$ cat src/rtl/std_mem_d1_loader_pkg.sv
// Shared types for the std_mem_d1 preload front-end.
package std_mem_loader_pkg;

  localparam int STATE_W = 3;

  typedef enum logic [STATE_W-1:0] {
    IDLE      = 3'd0,
    WAIT_DATA = 3'd1,
    WRITE     = 3'd2,
    WAIT_DONE = 3'd3,
    FINISH    = 3'd4
  } loader_state_t;

endpackage

$ cat src/rtl/std_mem_d1_loader_if.sv
// Control, stream and memory write-port bundle around the loader.
// master = the loader itself, slave = its surroundings (caller, source, memory).
interface std_mem_d1_loader_if #(
  parameter int WIDTH    = 32,
  parameter int IDX_SIZE = 4
);
  logic                go;
  logic [IDX_SIZE:0]   len;
  logic [WIDTH-1:0]    in_data;
  logic                in_valid;
  logic                in_ready;
  logic [IDX_SIZE-1:0] mem_addr0;
  logic [WIDTH-1:0]    mem_write_data;
  logic                mem_write_en;
  logic                mem_done;
  logic                done;
  logic                busy;
  logic                len_err;

  modport master (
    input  go, len, in_data, in_valid, mem_done,
    output in_ready, mem_addr0, mem_write_data, mem_write_en, done, busy, len_err
  );

  modport slave (
    output go, len, in_data, in_valid, mem_done,
    input  in_ready, mem_addr0, mem_write_data, mem_write_en, done, busy, len_err
  );
endinterface

$ cat src/rtl/std_mem_d1_loader.sv
// Streams words into a std_mem_d1 at addresses 0..eff_len-1 under go/done control.
module std_mem_d1_loader
  import std_mem_loader_pkg::*;
#(
  parameter int WIDTH    = 32,
  parameter int SIZE     = 16,
  parameter int IDX_SIZE = 4
) (
  input  logic                 clk,
  input  logic                 reset_n,
  std_mem_d1_loader_if.master  bus
);
  localparam logic [IDX_SIZE:0] SIZE_W = (IDX_SIZE+1)'(SIZE);
  localparam logic [IDX_SIZE:0] ONE_W  = (IDX_SIZE+1)'(1);

  loader_state_t     r_state, w_state_nxt;
  logic [IDX_SIZE:0] r_idx, r_len;
  logic [IDX_SIZE:0] w_eff_len, w_idx_inc;
  logic [WIDTH-1:0]  r_data;
  logic              r_len_err, w_len_over;

  // idx is one bit wider than the address so it can reach eff_len == SIZE
  assign w_len_over = (bus.len > SIZE_W);
  assign w_eff_len  = w_len_over ? SIZE_W : bus.len;
  assign w_idx_inc  = r_idx + ONE_W;

  // state register
  always_ff @(posedge clk) begin
    if (!reset_n) r_state <= IDLE;
    else          r_state <= w_state_nxt;
  end

  // next-state logic; stalls on in_valid and mem_done are unbounded
  always_comb begin
    w_state_nxt = r_state;
    unique case (r_state)
      IDLE:      if (bus.go) w_state_nxt = (w_eff_len == '0) ? FINISH : WAIT_DATA;
      WAIT_DATA: if (bus.in_valid) w_state_nxt = WRITE;
      WRITE:     w_state_nxt = WAIT_DONE;
      WAIT_DONE: if (bus.mem_done) w_state_nxt = (w_idx_inc == r_len) ? FINISH : WAIT_DATA;
      FINISH:    w_state_nxt = IDLE;
      default:   w_state_nxt = IDLE;
    endcase
  end

  // length/index/data registers; len_err is refreshed only by an accepted go
  always_ff @(posedge clk) begin
    if (!reset_n) begin
      r_idx     <= '0;
      r_len     <= '0;
      r_data    <= '0;
      r_len_err <= 1'b0;
    end else begin
      if (r_state == IDLE && bus.go) begin
        r_len     <= w_eff_len;
        r_idx     <= '0;
        r_len_err <= w_len_over;
      end
      if (r_state == WAIT_DATA && bus.in_valid) r_data <= bus.in_data;
      if (r_state == WAIT_DONE && bus.mem_done) r_idx  <= w_idx_inc;
    end
  end

  // outputs decoded from state; address/data hold from registers through WAIT_DONE
  always_comb begin
    bus.in_ready       = (r_state == WAIT_DATA);
    bus.mem_write_en   = (r_state == WRITE);
    bus.done           = (r_state == FINISH);
    bus.busy           = (r_state != IDLE);
    bus.len_err        = r_len_err;
    bus.mem_addr0      = r_idx[IDX_SIZE-1:0];
    bus.mem_write_data = r_data;
  end
endmodule

$ cat src/flat_wrapper.sv
// flat-port wrapper written by rule: the top's interface ports become plain ports
module std_mem_d1_loader_flat import std_mem_loader_pkg::*;
#(
  parameter int WIDTH    = 32,
  parameter int SIZE     = 16,
  parameter int IDX_SIZE = 4
)
  (clk, reset_n, bus_go, bus_len, bus_in_data, bus_in_valid, bus_mem_done, bus_in_ready, bus_mem_addr0, bus_mem_write_data, bus_mem_write_en, bus_done, bus_busy, bus_len_err);
  std_mem_d1_loader_if #(.WIDTH(WIDTH), .IDX_SIZE(IDX_SIZE)) bus_i ();
  input  logic clk;
  input  logic reset_n;
  input wire logic [$bits(bus_i.go)-1:0] bus_go;
  input wire logic [$bits(bus_i.len)-1:0] bus_len;
  input wire logic [$bits(bus_i.in_data)-1:0] bus_in_data;
  input wire logic [$bits(bus_i.in_valid)-1:0] bus_in_valid;
  input wire logic [$bits(bus_i.mem_done)-1:0] bus_mem_done;
  output wire logic [$bits(bus_i.in_ready)-1:0] bus_in_ready;
  output wire logic [$bits(bus_i.mem_addr0)-1:0] bus_mem_addr0;
  output wire logic [$bits(bus_i.mem_write_data)-1:0] bus_mem_write_data;
  output wire logic [$bits(bus_i.mem_write_en)-1:0] bus_mem_write_en;
  output wire logic [$bits(bus_i.done)-1:0] bus_done;
  output wire logic [$bits(bus_i.busy)-1:0] bus_busy;
  output wire logic [$bits(bus_i.len_err)-1:0] bus_len_err;
  assign bus_i.go = bus_go;
  assign bus_i.len = bus_len;
  assign bus_i.in_data = bus_in_data;
  assign bus_i.in_valid = bus_in_valid;
  assign bus_i.mem_done = bus_mem_done;
  assign bus_in_ready = bus_i.in_ready;
  assign bus_mem_addr0 = bus_i.mem_addr0;
  assign bus_mem_write_data = bus_i.mem_write_data;
  assign bus_mem_write_en = bus_i.mem_write_en;
  assign bus_done = bus_i.done;
  assign bus_busy = bus_i.busy;
  assign bus_len_err = bus_i.len_err;
  std_mem_d1_loader #(.WIDTH(WIDTH), .SIZE(SIZE), .IDX_SIZE(IDX_SIZE)) u_core (.clk(clk), .reset_n(reset_n), .bus(bus_i));
endmodule
$ cat config.mk
export PLATFORM = sky130hd
export DESIGN_NAME = std_mem_d1_loader_flat
export DESIGN_NICKNAME = d
export VERILOG_FILES = /design/src/rtl/std_mem_d1_loader_pkg.sv /design/src/rtl/std_mem_d1_loader_if.sv /design/src/rtl/std_mem_d1_loader.sv /design/src/flat_wrapper.sv
export SDC_FILE = /design/constraint.sdc
export NUM_CORES = 1
export LEC_CHECK = 0
export CAP_MARGIN = 20
export CORE_ASPECT_RATIO = 1.5
export CORE_MARGIN = 5
export CORE_UTILIZATION = 43
export CTS_CLUSTER_DIAMETER = 30
export DETAILED_ROUTE_END_ITERATION = 7
export PLACE_DENSITY = 0.8
export SETUP_SLACK_MARGIN = 0.15
export SLEW_MARGIN = 40
export SYNTH_ARGS = -nofsm -noshare
export SYNTH_HDL_FRONTEND = slang
export SYNTH_SLANG_ARGS = --single-unit
$ cat constraint.sdc
create_clock -name clk -period 2.4 [get_ports clk]
set_clock_uncertainty 0.05 [all_clocks]
set_input_delay 0.72 -clock clk [delete_from_list [all_inputs] [get_ports clk]]
set_output_delay 0.72 -clock clk [all_outputs]
set_load 0.1 [all_outputs]
# ---- After elaboration in Yosys (flattened, before gate mapping)
# Index checks and enable logic that the tools add are counted.
dict set report totals {
  reg_bits 46
  output_inout_bits 41
}
dict set report classes {
  addsub 1
  n_lt_le_gt_ge 1
  n_eq_ne 8
  muxes 9
  reduce_logical 8
}
# op count
set op_table {}
lappend op_table {{$mux W3} 5}
lappend op_table {{$mux W5} 3}
lappend op_table {{$pmux W3 S4} 1}
lappend op_table {{$eq A3 B2 Y1 const B} 2}
lappend op_table {{$ne A2 B2 Y1 const B} 3}
lappend op_table {{$add A5 B1 Y5 const B} 1}
lappend op_table {{$eq A5 B5 Y1} 1}
lappend op_table {{$gt A5 B5 Y1 const B} 1}
lappend op_table {{$logic_not A5 Y1} 1}
lappend op_table {{$eq A3 B1 Y1 const B} 1}
lappend op_table {{$eq A3 B3 Y1 const B} 1}
lappend op_table {{$logic_and A1 B1 Y1} 3}
lappend op_table {{$logic_not A3 Y1} 1}
lappend op_table {{$reduce_and A3 Y1} 1}
lappend op_table {{$reduce_bool A3 Y1} 1}
lappend op_table {{$reduce_bool A2 Y1} 1}

# ---- Logic depth before layout (Yosys ltp)
dict set report logic_depth {
  depth_word 6
  depth_mapped 7
}

# ---- Least setup slack after synthesis
# No wires, ideal clock.
dict set report synth_path {
  kind {flip-flop to output port}
  from {reg u_core.r_state[1]}
  to {out bus_done}
  arrival_ns 2.728
  required_time_ns 1.630
  slack_ns -1.098
  path_stages_with_launch 3
  n_path_buf 1
  path_cell_list {dfxtp_1 > buf_4 > nor3b_1}
}
dict set report synth_between {
  elab_chain_len 1
}
# element line
set synth_lines {}
lappend synth_lines {{start: declaration} std_mem_d1_loader.sv:16} ;# loader_state_t r_state, w_state_nxt;
lappend synth_lines {{start signal: assignment} std_mem_d1_loader.sv:30} ;# else r_state <= w_state_nxt;
lappend synth_lines {{$eq A3 B3 Y1} std_mem_d1_loader.sv:68} ;# bus.done = (r_state == FINISH);
lappend synth_lines {{end: declaration} flat_wrapper.sv:21} ;# output wire logic [$bits(bus_i.done)-1:0] bus_done;
# Every way passes these cells.

# ---- Worst setup path in the final report
dict set report layout_path {
  from {in bus_len[2]}
  to {reg u_core.r_state[2]}
}
dict set report layout_between {
  elab_chain_len 6
}
# element line
set layout_lines {}
lappend layout_lines {{start: declaration} flat_wrapper.sv:13} ;# input wire logic [$bits(bus_i.len)-1:0] bus_len;
lappend layout_lines {{$gt A5 B5 Y1} std_mem_d1_loader.sv:23} ;# assign w_len_over = (bus.len > SIZE_W);
lappend layout_lines {{$mux W5 (*)} std_mem_d1_loader.sv:24} ;# assign w_eff_len = w_len_over ? SIZE_W : bus.len;
lappend layout_lines {{$logic_not A5 Y1 (*)} std_mem_d1_loader.sv:37} ;# IDLE: if (bus.go) w_state_nxt = (w_eff_len == '0) ? FINISH : WAIT_DATA;
lappend layout_lines {{$mux W3 (*) (2 in series)} std_mem_d1_loader.sv:37}
lappend layout_lines {{$pmux W3 S4 (*)} std_mem_d1_loader.sv:36} ;# unique case (r_state)
# Mark *: on every way between the ends. The rest lies on a longest branch, timed or not. The select of a mux whose other input is x is not followed.
# A chain may end at the register's enable or synchronous reset.

==> impl_metrics.toml <==
[floorplan]
dieArea_um2 = 6260
rows = 30
start_util = 0.446
core_area_um2 = 4580
io_pins = 83
chipHeight_um = 94.4
die_w_um = 66.3

[clocking]
cts.clk_slew.worst_paths_ns = 0.08
cts_tree = "yes"
clock-sinks = 46
clk_path_buf_depth = 2
cts_hold_buffers = 0
worst_skew_pair.late_latency_ns = 0.30
ctsRootBufferMaster = "clkbuf_8"
h-tree-depth = 2
cts_buffers = 5

[detailed_routing]
wl_mm = 4.98
viasPerCell = 4.94
vias = 1902
wire_per_inst_um = 12.9
remaining_drc_errors = 0
first_pass_iters = 4
postRouteAntennaNets = 0
drt_iter0_drc = 83

[placement]
post-place-ws_ns = -0.0549
gp_congestion = 0.780
hpwl_mm = 3.80
io_buffers = 82

[pwr]
p_leak_nw = 1.15
vdd_ir_drop_max_v = 0.000480
power_density_nw_per_um2 = 681
swShare = 0.344
share_seq_of_total_power = 0.408
pwr-share-clk = 0.284
comb_power_share = 0.308
p_sw_uw = 701
internal_power_mw = 1.34

[timing]
rsz0062_at_grt = "false"
min_period_ns = 2.13
worst_pin_slew_ns = 0.427
setup_tns_ns = 0
slew_headroom = 0.711
fmax_mhz = 470
hold_slack_ns = 0.404
fin_crit_sh = 0.887
setup_ws_ns = 0.271
hold_viol_final = 0
slew_viol_final = 0
setup_viol = 0

[layout]
area_growth_pct = 46.4
n_antenna_cell = 0
fin_nets = 364
drive_gt1_frac = 0.199
fillers = 417
final_util = 0.653

[synth]
synth_seq_area_share = 0.451
async_flop_share = 0
synth_edf_count = 0
netlist_instances = 245
avgSynthCellArea_um2 = 8.34
syn-cell-area_um2 = 2040
yosysWarnings = 0
synth-seq-cells = 46
synth_ff_type = "dfxtp_1"
ys_types = 37
synthesis.nets = 288

[global_routing]
grt_pass1_vias = 1792
grt_usage = 0.168
grt_max_degree = 36
antenna_found_initial = 0
grt_pass1_wl_mm = 8.23
grt_overflow_total = 0

[run_status]
status = "finished, final reports clean"

[run]
max_cap_viol_count = 0

[setup_path]
worstPathArrival_ns = 2.31
worstPathRequired_ns = 2.58
cp-end-kind = "register"
worst-setup-path-type = "in -> reg"
critPathLaunchType = "input pin"
critPathMaxFanout = 2

[min_path]
min_path_type = "reg -> reg"
## layer usage
| layer | wire, um | global-route usage | vias to the layer above |
|---|---|---|---|
| met2 | 2610 | 0.314 | 58 |
| met1 | 1950 | 0.172 | 870 |
| met4 | 159 | 0.0780 | 0 |
| li1 | - | - | 963 |
| met5 | 0 | 0 | - |
| met3 | 259 | 0.0369 | 11 |
## power groups by stage
stage,Combinational (mW),Sequential [mW],Clock [mW]
floorplan,0.212,1.07,0
global placement,0.627,0.848,0
detailed placement,0.631,0.849,0
CTS,0.632,0.832,0.598
global route,0.662,0.837,0.631
finish,0.627,0.831,0.579
## cells in the final DEF, fill, tap and decap left out, types with 3 or more instances in the layout
| cell type | count |
|---|---|
| and2_1 | 3 |
| nand3_1 | 5 |
| xnor2_1 | 3 |
| dfxtp_1 | 45 |
| buf_12 | 7 |
| a21boi_0 | 34 |
| nand3b_1 | 5 |
| nor2_1 | 6 |
| o21ai_0 | 4 |
| clkbuf_8 | 6 |
| clkdlybuf4s50_1 | 41 |
| nand2_1 | 78 |
| buf_4 | 40 |
| nor2b_1 | 3 |
| a21boi_1 | 7 |
## kinds of logic after synthesis
logic type | after synthesis | synth area share
AO/OA/AOI/OAI | 55 | 0.195
buffers and inverters | 21 | 0.0545
XOR/XNOR | 5 | 0.0214
multiplexers | 1 | 0.00551
adder cells (fa/ha/maj) | 1 | 0.00612
flip-flops | 46 | 0.451
AND/OR/NAND/NOR | 116 | 0.267
## area by class of cell
class / count / area (um2) / share of cell area
Clock buffer: 6 / 82.6 / 0.0276
Clock inverter: 1 / 30.0 / 0.0100
Inverter: 2 / 7.51 / 0.00251
Multi-Input combinational cell: 178 / 1020 / 0.340
Sequential cell: 46 / 922 / 0.308
Tap cell: 64 / 80.1 / 0.0268
Timing Repair Buffer: 88 / 851 / 0.284
## cells in the mapped netlist, types with 2 or more instances
cell type	number	area, um2
o21ai_0	4	20.0
buf_2	2	10.0
a21boi_1	7	52.6
nor3b_1	3	22.5
nor2b_1	3	18.8
nor2_1	7	26.3
clkbuf_1	9	33.8
inv_1	2	7.51
a21oi_1	2	10.0
buf_4	8	60.1
nand3_1	5	25.0
a21boi_0	34	255
and2_1	3	18.8
nor3_2	2	20.0
a31oi_1	2	12.5
nand3b_1	5	37.5
xnor2_1	3	26.3
dfxtp_1	46	921
xor2_1	2	17.5
or3_1	2	12.5
nand2_1	78	293
## metrics by stage
step           cells  instance area [um2]  power (mW)
2_1_floorplan    245                 2050        1.28
3_3_place_gp     378                 2880        1.48
3_5_place_dp     378                 2880        1.48
4_1_cts          385                 2990        2.06
5_1_grt          385                 2990        2.13
6_report         385                 2990        2.04
## registers in the layout, summed over array words and instances, names as in the netlist
| register | cells |
|---|---|
| u_core.bus.len_err | 1 |
| u_core.bus.mem_write_data | 32 |
| u_core.r_idx | 5 |
| u_core.r_len | 5 |
| u_core.r_state | 3 |
## repair_timing
item,4_1_cts,5_1_grt
gates resized for setup,0,1
setup endpoints to repair,0,1
setup buffers,0,0
## worst paths after layout
kind | from | to | slack, ns | cells after the start
setup / recovery | bus_len[2] | u_core.r_state[2] | 0.27 | 6
hold / removal | u_core.bus.mem_write_data[30] | u_core.bus.mem_write_data[30] | 0.40 | 2
setup reg to reg | u_core.r_idx[1] | u_core.r_state[0] | 0.52 | 6
hold reg to reg | u_core.bus.mem_write_data[30] | u_core.bus.mem_write_data[30] | 0.40 | 2
## worst max-delay path: stages
cell	delay, ns
clkdlybuf4s50_1	0.42
or4_4	0.54
or3_1	0.33
nor2_1	0.11
a41oi_1	0.06
nor3_2	0.13
Note: power is estimated with default switching activity, not from simulation.
